--- src/rtl/mic_level_meter.sv ---
// mic_level_meter: quantises the filtered mic peak to a 0..16 level with meter ballistics, bar graph and BCD.
// Optional `define MIC_METER_PEAK_HOLD_EN builds the held peak marker (PEAK_LEVEL, LED marker).
module mic_level_meter #(
    parameter int UPDATE_DIV   = 1000,
    parameter int NOISE_FLOOR  = 2048,
    parameter int STEP_SHIFT   = 7,
    parameter int HOLD_UPDATES = 10
) (
    input  logic        CLK,
    input  logic        RST_N,
    input  logic [11:0] MIC_LEVEL,
    output logic [15:0] LED,
    output logic [4:0]  LEVEL,
    output logic [4:0]  PEAK_LEVEL,
    output logic [3:0]  BCD_TENS,
    output logic [3:0]  BCD_ONES,
    output logic        UPDATE
);
    localparam int DW = $clog2(UPDATE_DIV);
    localparam logic [DW-1:0] DIV_LAST = DW'(UPDATE_DIV - 1);
    localparam logic [11:0] FLOOR = 12'(NOISE_FLOOR);
    typedef enum logic [1:0] {WAIT, QUANT, BALLISTIC, PUBLISH} state_t;
    if (UPDATE_DIV < 4 || HOLD_UPDATES < 0) begin : g_param_check
        $error("mic_level_meter: UPDATE_DIV must be >= 4 and HOLD_UPDATES >= 0");
    end
    state_t        state;
    logic [DW-1:0] div_cnt;
    logic [11:0]   sample_r;
    logic [11:0]   diff;
    logic [11:0]   shifted;
    logic [4:0]    raw;
    logic [4:0]    raw_q;
    logic [4:0]    disp;
    logic [4:0]    disp_n;
    logic [15:0]   therm;
    logic [15:0]   led_n;
    assign diff    = sample_r - FLOOR;
    assign shifted = diff >> STEP_SHIFT;
    // saturate at 16 before narrowing so large steps cannot wrap in 5 bits
    assign raw     = sample_r <= FLOOR ? 5'd0 : shifted > 12'd16 ? 5'd16 : shifted[4:0];
    assign disp_n  = raw_q >= disp ? raw_q : disp - 5'd1;
    assign therm   = 16'((17'd1 << disp) - 17'd1);
`ifdef MIC_METER_PEAK_HOLD_EN
    localparam int HW = $clog2(HOLD_UPDATES + 2);
    localparam logic [HW-1:0] HOLD_INIT = HW'(HOLD_UPDATES);
    logic [4:0]    peak;
    logic [HW-1:0] hold;
    assign led_n = therm | (peak != 5'd0 ? 16'd1 << (peak - 5'd1) : 16'd0);
`else
    assign led_n      = therm;
    assign PEAK_LEVEL = 5'd0;
`endif
    always_ff @(posedge CLK or negedge RST_N) begin
        if (!RST_N) begin
            state    <= WAIT;
            div_cnt  <= '0;
            sample_r <= '0;
            raw_q    <= '0;
            disp     <= '0;
            LED      <= '0;
            LEVEL    <= '0;
            BCD_TENS <= '0;
            BCD_ONES <= '0;
            UPDATE   <= 1'b0;
`ifdef MIC_METER_PEAK_HOLD_EN
            peak       <= '0;
            hold       <= '0;
            PEAK_LEVEL <= '0;
`endif
        end else begin
            div_cnt <= div_cnt == DIV_LAST ? '0 : div_cnt + DW'(1);
            UPDATE  <= 1'b0;
            case (state)
                WAIT: begin
                    if (div_cnt == DIV_LAST) begin
                        sample_r <= MIC_LEVEL;
                        state    <= QUANT;
                    end
                end
                QUANT: begin
                    raw_q <= raw;
                    state <= BALLISTIC;
                end
                BALLISTIC: begin
                    disp <= disp_n;
`ifdef MIC_METER_PEAK_HOLD_EN
                    if (disp_n >= peak) begin
                        peak <= disp_n;
                        hold <= HOLD_INIT;
                    end else if (hold != '0) begin
                        hold <= hold - HW'(1);
                    end else if (peak != 5'd0) begin
                        peak <= peak - 5'd1;
                    end
`endif
                    state <= PUBLISH;
                end
                PUBLISH: begin
                    LED      <= led_n;
                    LEVEL    <= disp;
                    BCD_TENS <= disp >= 5'd10 ? 4'd1 : 4'd0;
                    BCD_ONES <= 4'(disp >= 5'd10 ? disp - 5'd10 : disp);
                    UPDATE   <= 1'b1;
`ifdef MIC_METER_PEAK_HOLD_EN
                    PEAK_LEVEL <= peak;
`endif
                    state <= WAIT;
                end
                default: state <= WAIT;
            endcase
        end
    end
endmodule
--- config.mk ---
export PLATFORM = sky130hd
export DESIGN_NAME = mic_level_meter
export DESIGN_NICKNAME = d
export VERILOG_FILES = /design/src/rtl/mic_level_meter.sv
export SDC_FILE = /design/constraint.sdc
export NUM_CORES = 1
export LEC_CHECK = 0
export BUFFER_PORTS_ARGS = -buffer_cell sky130_fd_sc_hd__buf_4
export CORE_MARGIN = 4
export CORE_UTILIZATION = 50
export CTS_BUF_LIST = sky130_fd_sc_hd__clkbuf_8 sky130_fd_sc_hd__clkbuf_16
export DETAILED_ROUTE_END_ITERATION = 7
export PLACE_DENSITY_LB_ADDON = 0.2
export SLEW_MARGIN = 20
export SYNTH_ARGS = -nofsm -noshare
export SYNTH_HDL_FRONTEND = slang
export SYNTH_SLANG_ARGS = --single-unit
--- constraint.sdc ---
create_clock -name CLK -period 4 [get_ports CLK]
set_clock_uncertainty 0.1 [all_clocks]
set_input_delay 1 -clock CLK [delete_from_list [all_inputs] [get_ports CLK]]
set_output_delay 1 -clock CLK [all_outputs]
set_load 0.05 [all_outputs]
# ---- After elaboration in Yosys (flattened, before gate mapping)
# Cells that the tools add are included.
dict set report totals {
  mem_bits_ro 0
  mem_bits_rw 0
  n_memories 0
  latch_bits 0
  reg_bits 64
  input_bits 14
}
dict set report classes {
  mux 9
  add_sub_neg 5
  div_mod_pow 0
  bitwise_logic 0
  reduce_logical 2
  multipliers 0
  shifts 1
  magnitude_cmp 4
  eq_ne 5
}
# cell n
set op_table {}
lappend op_table {{1-bit by 5-bit left shift with 16-bit output, first input constant} 1}
lappend op_table {{16-bit by 1-bit subtractor with 16-bit output, second input constant} 1}
lappend op_table {{5-bit two-way mux} 3}
lappend op_table {{12-bit less-or-equal comparator, second input constant} 1}
lappend op_table {{12-bit subtractor, second input constant} 1}
lappend op_table {{10-bit by 1-bit adder with 10-bit output, second input constant} 1}
lappend op_table {{10-bit equality test, second input constant} 1}
lappend op_table {{10-bit two-way mux} 1}
lappend op_table {{2-bit one-hot mux with 4 select lines} 1}
lappend op_table {{5-bit by 4-bit >= comparator with 1-bit output, second input constant} 1}
lappend op_table {{5-bit >= comparator} 1}
lappend op_table {{5-bit > comparator, second input constant} 1}
lappend op_table {{5-bit by 1-bit subtractor with 5-bit output, second input constant} 1}
lappend op_table {{2-bit equality test, second input constant} 2}
lappend op_table {{4-bit two-way mux} 1}
lappend op_table {{4-bit subtractor, second input constant} 1}
lappend op_table {{2-bit by 1-bit equality test with 1-bit output, second input constant} 1}
lappend op_table {{2-bit zero test} 1}
lappend op_table {{1-bit two-way mux} 2}
lappend op_table {{2-bit two-way mux} 1}
lappend op_table {{2-bit inequality test, second input constant} 1}
lappend op_table {{2-bit AND reduction} 1}

# ---- Depth between registers and ports, before layout
# Gate-level depths: netlist of run 1.
dict set report logic_depth {
  depth_word 4
  depth_mapped 9
  ltp_nobuf 7
}

# ---- Least setup slack after synthesis of run 1
# Ideal clock, no wire load.
dict set report synth_timing {
  path_kind {register to register}
  start {register disp[2]}
  end {register disp[0]}
  required_ns 3.774
  period_less_slack_ns 2.211
  setup_time_ns 0.126
  path_buffers 1
  slack_ns 1.789
  arrival_time_ns 1.985
  path_stages_with_launch 8
  cell_sequence {dfrtp_1 clkbuf_1 inv_1 ha_1 nand3_1 a21boi_1 or2_2 a311o_1}
}
dict set report synth_between {
  elab_chain_len 2
}
# item line_no
set synth_lines {}
lappend synth_lines {{from (decl)} 33} ;# logic [4:0] disp;
lappend synth_lines {{from (signal assigned)} 85} ;# disp <= disp_n;
lappend synth_lines {{5-bit >= comparator} 41} ;# assign disp_n = raw_q >= disp ? raw_q : disp - 5'd1;
lappend synth_lines {{5-bit two-way mux} 41}
# No other way between the ends.
# A chain may end at the register's enable or synchronous reset.

# ---- Worst setup path after layout of run 1
dict set report layout_timing {
  start {register disp[4]}
  end {register disp[4]}
}
dict set report layout_between {
  elab_chain_len 2
}
# item line_no
set layout_lines {}
lappend layout_lines {{5-bit by 1-bit subtractor with 5-bit output or 5-bit >= comparator (tied branches)} 41}
lappend layout_lines {{5-bit two-way mux *} 41}
# Every way passes the cells marked *; elsewhere a longest branch is shown, timed or not.

==> results.sh, run 1 <==
export IMPL_die_x_um=85.1
export IMPL_tns_ns=0
export IMPL_wl_per_cell_um=14.4
export IMPL_clk_path_buf_depth=2
export IMPL_cp_max_fo=14
export IMPL_dieArea_sq_um=7250
export IMPL_synth_async_reset_ratio_pct=100
export IMPL_vias=2166
export IMPL_overflow=0
export IMPL_cts_tree="yes"
export IMPL_cts_sinks=53
export IMPL_synth_warnings=0
export IMPL_antenna_found_initial=0
export IMPL_max_slew_worst_pin_slew_ns=0.684
export IMPL_antenna_cells=0
export IMPL_cellPowerDensity_nw_per_um2=280
export IMPL_num_rows=27
export IMPL_layout_setup_ws_ns=1.42
export IMPL_worstHoldStart="div_cnt[0]$_DFF_PN0_"
export IMPL_synth_area_sq_um=2980
export IMPL_drive_gt1_share_pct=19.6
export IMPL_synth_seq_cells=53
export IMPL_place_ws_ns=1.45
export IMPL_initial_core_util_pct=52.7
export IMPL_io_buffers=33
export IMPL_required_ns=4.09
export IMPL_outcome="finished clean"
export IMPL_worstSetupEndpointType="flop"
export IMPL_crit_start="disp[4]$_DFFE_PN0P_"
export IMPL_cts_buffers=5
export IMPL_slew_limit_headroom_pct=54.3
export IMPL_finalHoldViolCount=0
export IMPL_min_period_ns=2.58
export IMPL_gp_congestion=0.810
export IMPL_syn_avg_cell_area_sq_um=10.0
export IMPL_grt_use_total_pct=16.1
export IMPL_min_delay_path_depth=1
export IMPL_ys_seq_area_share_pct=44.6
export IMPL_peakVddDrop_mv=0.231
export IMPL_cap_violations=0
export IMPL_cts_htree_levels=2
export IMPL_period_share_pct=64.4
export IMPL_route_antenna_remaining_nets=0
export IMPL_crit_type="flop to flop"
export IMPL_grt_pass1_vias=2076
export IMPL_hp_class="flop to flop"
export IMPL_rr_startpoint="disp[4]$_DFFE_PN0P_"
export IMPL_dr_pass1_iters=4
export IMPL_cts_resized=0
export IMPL_cp_start_kind="flop"
export IMPL_rsz0062_at_grt="no"
export IMPL_drt_wl_total_mm=5.69
export IMPL_areaGrowthSynthToFinish_pct=11.4
export IMPL_arrival_ns=2.67
export IMPL_synth_edf_count=0
export IMPL_path_clk_slew_ns=0.10
export IMPL_ios=49
export IMPL_hpwl_mm=3.98
export IMPL_drc=0
export IMPL_clock_latency_ns=0.31
export IMPL_fin_util_pct=58.7
export IMPL_max_freq_ghz=0.388
export IMPL_drv_slew=0
export IMPL_setup_viol_count_final=0
export IMPL_final_fill_count=531
export IMPL_fp_dieH_um=85.1
export IMPL_p_total_w=0.000928
export IMPL_core_sq_um=5640
export IMPL_cts_setup_buffers=0
export IMPL_grt_pass1_wl_mm=9.63
export IMPL_reg2reg_depth=6
export IMPL_leakage_nw=1.52
export IMPL_syn_inst=297
export IMPL_vias_per_cell=5.50
export IMPL_clockRootBuffer="clkbuf_8"
export IMPL_ys_flop_type="dfrtp_1"
export IMPL_grt_max_degree=54
export IMPL_holdBufCountCts=0
export IMPL_first_iter_violations=86
export IMPL_synth_distinct_cells=59
export IMPL_nets=354
==> final cells by class <==
type / instances / area [sq um] / area share (%)
clock inverter: 3 / 42.5 / 1.28
inverter: 12 / 45.0 / 1.36
clock buffer: 5 / 68.8 / 2.08
tap: 72 / 90.1 / 2.72
sequential: 53 / 1330 / 40.0
multi-input combinational: 215 / 1490 / 44.8
timing repair buffer: 34 / 255 / 7.70
==> stage by stage <==
step / hold WS [ns] / area, sq um / std cells
after floorplan: 0.333 / 3000 / 304
after CTS: 0.366 / 3310 / 394
after detailed placement: 0.351 / 3200 / 386
after global routing: 0.422 / 3310 / 394
final: 0.364 / 3310 / 394
after global placement: 0.350 / 3200 / 386
==> kinds of logic (layout without fill, tap and decap cells) <==
| group | count (synthesis) | in the layout | share of synthesized area, % |
|---|---|---|---|
| flops | 53 | 53 | 44.6 |
| fa+ha+maj | 19 | 19 | 7.99 |
| mux | 13 | 13 | 5.38 |
| buf+inv | 36 | 54 | 6.35 |
| xor+xnor | 8 | 8 | 2.35 |
| simple gates | 96 | 96 | 17.2 |
| compound gates | 71 | 71 | 16.1 |
| other cells | 1 | 8 | 0.126 |
==> critical path, stage by stage, from the launching register on <==
cell and delay [ns]:
dfrtp_1 0.62, clkinv_1 0.36, ha_1 0.38, nand4_1 0.11, o21bai_1 0.16, or2_2 0.37, a311o_1 0.36
==> layer usage <==
metal  routed length [um]  vias to the layer above  GRT usage [%]  part of all wire (%)
met1                 2650                     1023           21.1                    47
met3                  281                        7           3.20                   4.9
met4                   80                        0           5.90                   1.4
met5                    0                        -              0                     0
li1                     -                     1087              -                     -
met2                 2680                       49           26.3                    47
==> worst paths after layout <==
check / endpoint / slack, ns
hold reg to reg: div_cnt[0]$_DFF_PN0_ / 0.36
setup reg to reg: disp[4]$_DFFE_PN0P_ / 1.42
setup / recovery: disp[4]$_DFFE_PN0P_ / 1.42
min in group asynchronous: LED[14]$_DFFE_PN0P_ / 0.63
hold / removal: div_cnt[0]$_DFF_PN0_ / 0.36
max in group asynchronous: div_cnt[7]$_DFF_PN0_ / 2.75
==> cell usage after synthesis (5+ instances only) <==
cell,count,share of area (%)
nand3_1,12,2.0
a21oi_1,19,3.2
o21ai_0,12,2.0
a31oi_1,10,2.1
a211oi_1,5,1.3
clkbuf_1,11,1.4
buf_4,9,2.3
mux2_2,8,3.0
ha_1,19,8.0
nand2b_1,5,1.1
inv_1,11,1.4
nor2_1,32,4.0
dfrtp_1,53,45
nor3_1,5,0.84
nand2_1,14,1.8
==> state kept, by name, summed over array words and instances (netlist names) <==
name,cells
state,2
BCD_ONES,3
raw_q,5
sample_r,5
LEVEL,5
LED,16
disp,5
UPDATE,1
div_cnt,10
BCD_TENS,1
==> power by group <==
group	internal (W)	leakage (nW)	switching, W
sequential	0.000535	0.726	0
clock	0.000186	0.0595	0.000176
combinational	0.00000373	0.737	0.0000268
==> layout by cell type, fill, tap and decap left out, types with 3 or more instances in the layout <==
cell type and count:
a211oi_1 5, a21o_1 4, a21oi_1 19, a311o_1 4, a31oi_1 10, and3_1 3
buf_4 34, clkbuf_8 5, conb_1 8, dfrtp_1 53, ha_1 19, inv_1 12
mux2_2 8, mux2_4 4, nand2_1 14, nand2b_1 5, nand3_1 12, nand4_1 3
nor2_1 32, nor2b_1 3, nor3_1 5, o21ai_0 12, or2_2 3, xnor2_1 4
xor2_1 4
Power figures use the tool's default switching activity.
==> inputs of run 2 (changes only) <==
==> constraint.sdc (replaced) <==
create_clock -name CLK -period 2.4 [get_ports CLK]
set_clock_uncertainty 0.1 [all_clocks]
set_input_delay 0.6 -clock CLK [delete_from_list [all_inputs] [get_ports CLK]]
set_output_delay 0.6 -clock CLK [all_outputs]
set_load 0.05 [all_outputs]
==> results.sh, run 2 (same netlist as run 1, synthesis figures left out) <==
export IMPL_outcome="finished clean"
export IMPL_drv_slew=0
export IMPL_antenna_cells=0
export IMPL_finish_instance_area_sq_um=3370
export IMPL_clock_latency_ns=0.30
export IMPL_grt_use_total_pct=16.2
export IMPL_required_ns=2.50
export IMPL_hp_class="primary input to asynchronous set/reset pin"
export IMPL_fp_dieH_um=85.1
export IMPL_cts_tree="yes"
export IMPL_regMostFlops="LED"
export IMPL_crit_top_cell="ha_1"
export IMPL_initial_core_util_pct=52.7
export IMPL_gp_congestion=0.862
export IMPL_final_common_cell="dfrtp_1"
export IMPL_finalHoldViolCount=0
export IMPL_cp_start_kind="flop"
export IMPL_reg_top3="LED x16, div_cnt x10"
export IMPL_areaGrowthSynthToFinish_pct=13.3
export IMPL_die_x_um=85.1
export IMPL_period_share_pct=90.6
export IMPL_cts_sinks=53
export IMPL_rsz0062_at_grt="no"
export IMPL_num_rows=27
export IMPL_crit_type="flop to flop"
export IMPL_cap_violations=0
export IMPL_grt_max_degree=54
export IMPL_setup_viol_count_final=0
export IMPL_arrival_ns=2.28
export IMPL_cts_resized=0
export IMPL_first_iter_violations=73
export IMPL_max_slew_worst_pin_slew_ns=0.639
export IMPL_place_area_sq_um=3290
export IMPL_leakage_nw=1.57
export IMPL_tns_ns=0
export IMPL_overflow=0
export IMPL_cts_setup_buffers=0
export IMPL_max_freq_ghz=0.460
export IMPL_holdBufCountCts=0
export IMPL_antenna_found_initial=0
export IMPL_slew_limit_headroom_pct=57.4
export IMPL_core_sq_um=5640
export IMPL_cts_htree_levels=2
export IMPL_nets=365
export IMPL_path_clk_slew_ns=0.10
export IMPL_io_buffers=33
export IMPL_vias_per_cell=5.42
export IMPL_drt_wl_total_mm=5.72
export IMPL_crit_path_max_incr_delay_ns=0.45
export IMPL_cts_buffers=5
export IMPL_cellPowerDensity_nw_per_um2=428
export IMPL_hpwl_mm=4.12
export IMPL_route_antenna_remaining_nets=0
export IMPL_layout_common_cells="dfrtp_1, buf_4, nor2_1"
export IMPL_grt_pass1_wl_mm=9.72
export IMPL_clockRootBuffer="clkbuf_8"
export IMPL_wl_per_cell_um=14.1
export IMPL_peakVddDrop_mv=0.401
export IMPL_vias=2196
export IMPL_grt_pass1_vias=2129
export IMPL_ios=49
export IMPL_drc=0
export IMPL_dr_pass1_iters=4
export IMPL_cp_max_fo=16
export IMPL_slowest_stage="dfrtp_1"
export IMPL_dieArea_sq_um=7250
export IMPL_worstSetupEndpointType="flop"
export IMPL_largest_reg_flops=16
export IMPL_crit_chain="inv_1 -> ha_1 -> nand2_1 -> ha_1 -> and3_1 -> o41ai_2"
export IMPL_clk_path_buf_depth=2
export IMPL_min_period_ns=2.18
export IMPL_drive_gt1_share_pct=22.2
## run 2: critical path: cells and delay by family, from the launching register on
kind | cells | cell delay [ns]
buffers and inverters | 1 | 0.15
AND/OR/NAND/NOR | 2 | 0.33
flip-flops | 1 | 0.45
AO/OA/AOI/OAI | 1 | 0.30
adder cells (fa/ha/maj) | 2 | 0.73
## run 2: cell type report
type	instances	area, sq um
repair buffers	45	338
clock inverters	3	17.5
fillers	500	2270
clock buffers	5	68.8
well taps	72	90.1
flip-flops and latches	53	1330
inverters	12	45.0
multi-input cells	215	1490
## run 2: final timing paths
path | from | end | slack [ns] | cells after the start
min in group CLK | div_cnt[0]$_DFF_PN0_ | div_cnt[0]$_DFF_PN0_ | 0.37 | 1
worst max-delay path | disp[0]$_DFFE_PN0P_ | LED[10]$_DFFE_PN0P_ | 0.22 | 6
worst max register to register | disp[0]$_DFFE_PN0P_ | LED[10]$_DFFE_PN0P_ | 0.22 | 6
worst min register to register | div_cnt[0]$_DFF_PN0_ | div_cnt[0]$_DFF_PN0_ | 0.37 | 1
worst min-delay path | RST_N | disp[2]$_DFFE_PN0P_ | 0.21 | 1
max in group asynchronous | RST_N | disp[1]$_DFFE_PN0P_ | 1.56 | 1
## run 2: layer usage
metal | vias up | track usage [%] | routed length [um]
li1 | 1110 | - | -
met1 | 1034 | 21.3 | 2690
met2 | 48 | 27.5 | 2720
met3 | 4 | 3.30 | 287
met4 | 0 | 3.60 | 25
met5 | - | 0 | 0
## run 2: report_power, final
group | leakage, nW | total [W] | internal [W] | switching [W]
Clock | 0.0497 | 0.000501 | 0.000205 | 0.000297
Combinational | 0.792 | 0.0000506 | 0.00000623 | 0.0000444
Sequential | 0.726 | 0.000892 | 0.000892 | 0
## run 2: through the flow
step	setup slack, ns	std cells	hold WS [ns]	total power (W)	util [%]
2_1_floorplan	0.189	304	0.204	0.000948	-
3_3_place_gp	0.295	397	0.346	0.000962	58.2
3_5_place_dp	0.238	397	0.354	0.000962	58.2
4_1_cts	0.210	405	0.236	0.00146	59.8
5_1_grt	0.00570	405	0.260	0.00150	59.8
6_report	0.225	405	0.215	0.00144	59.8
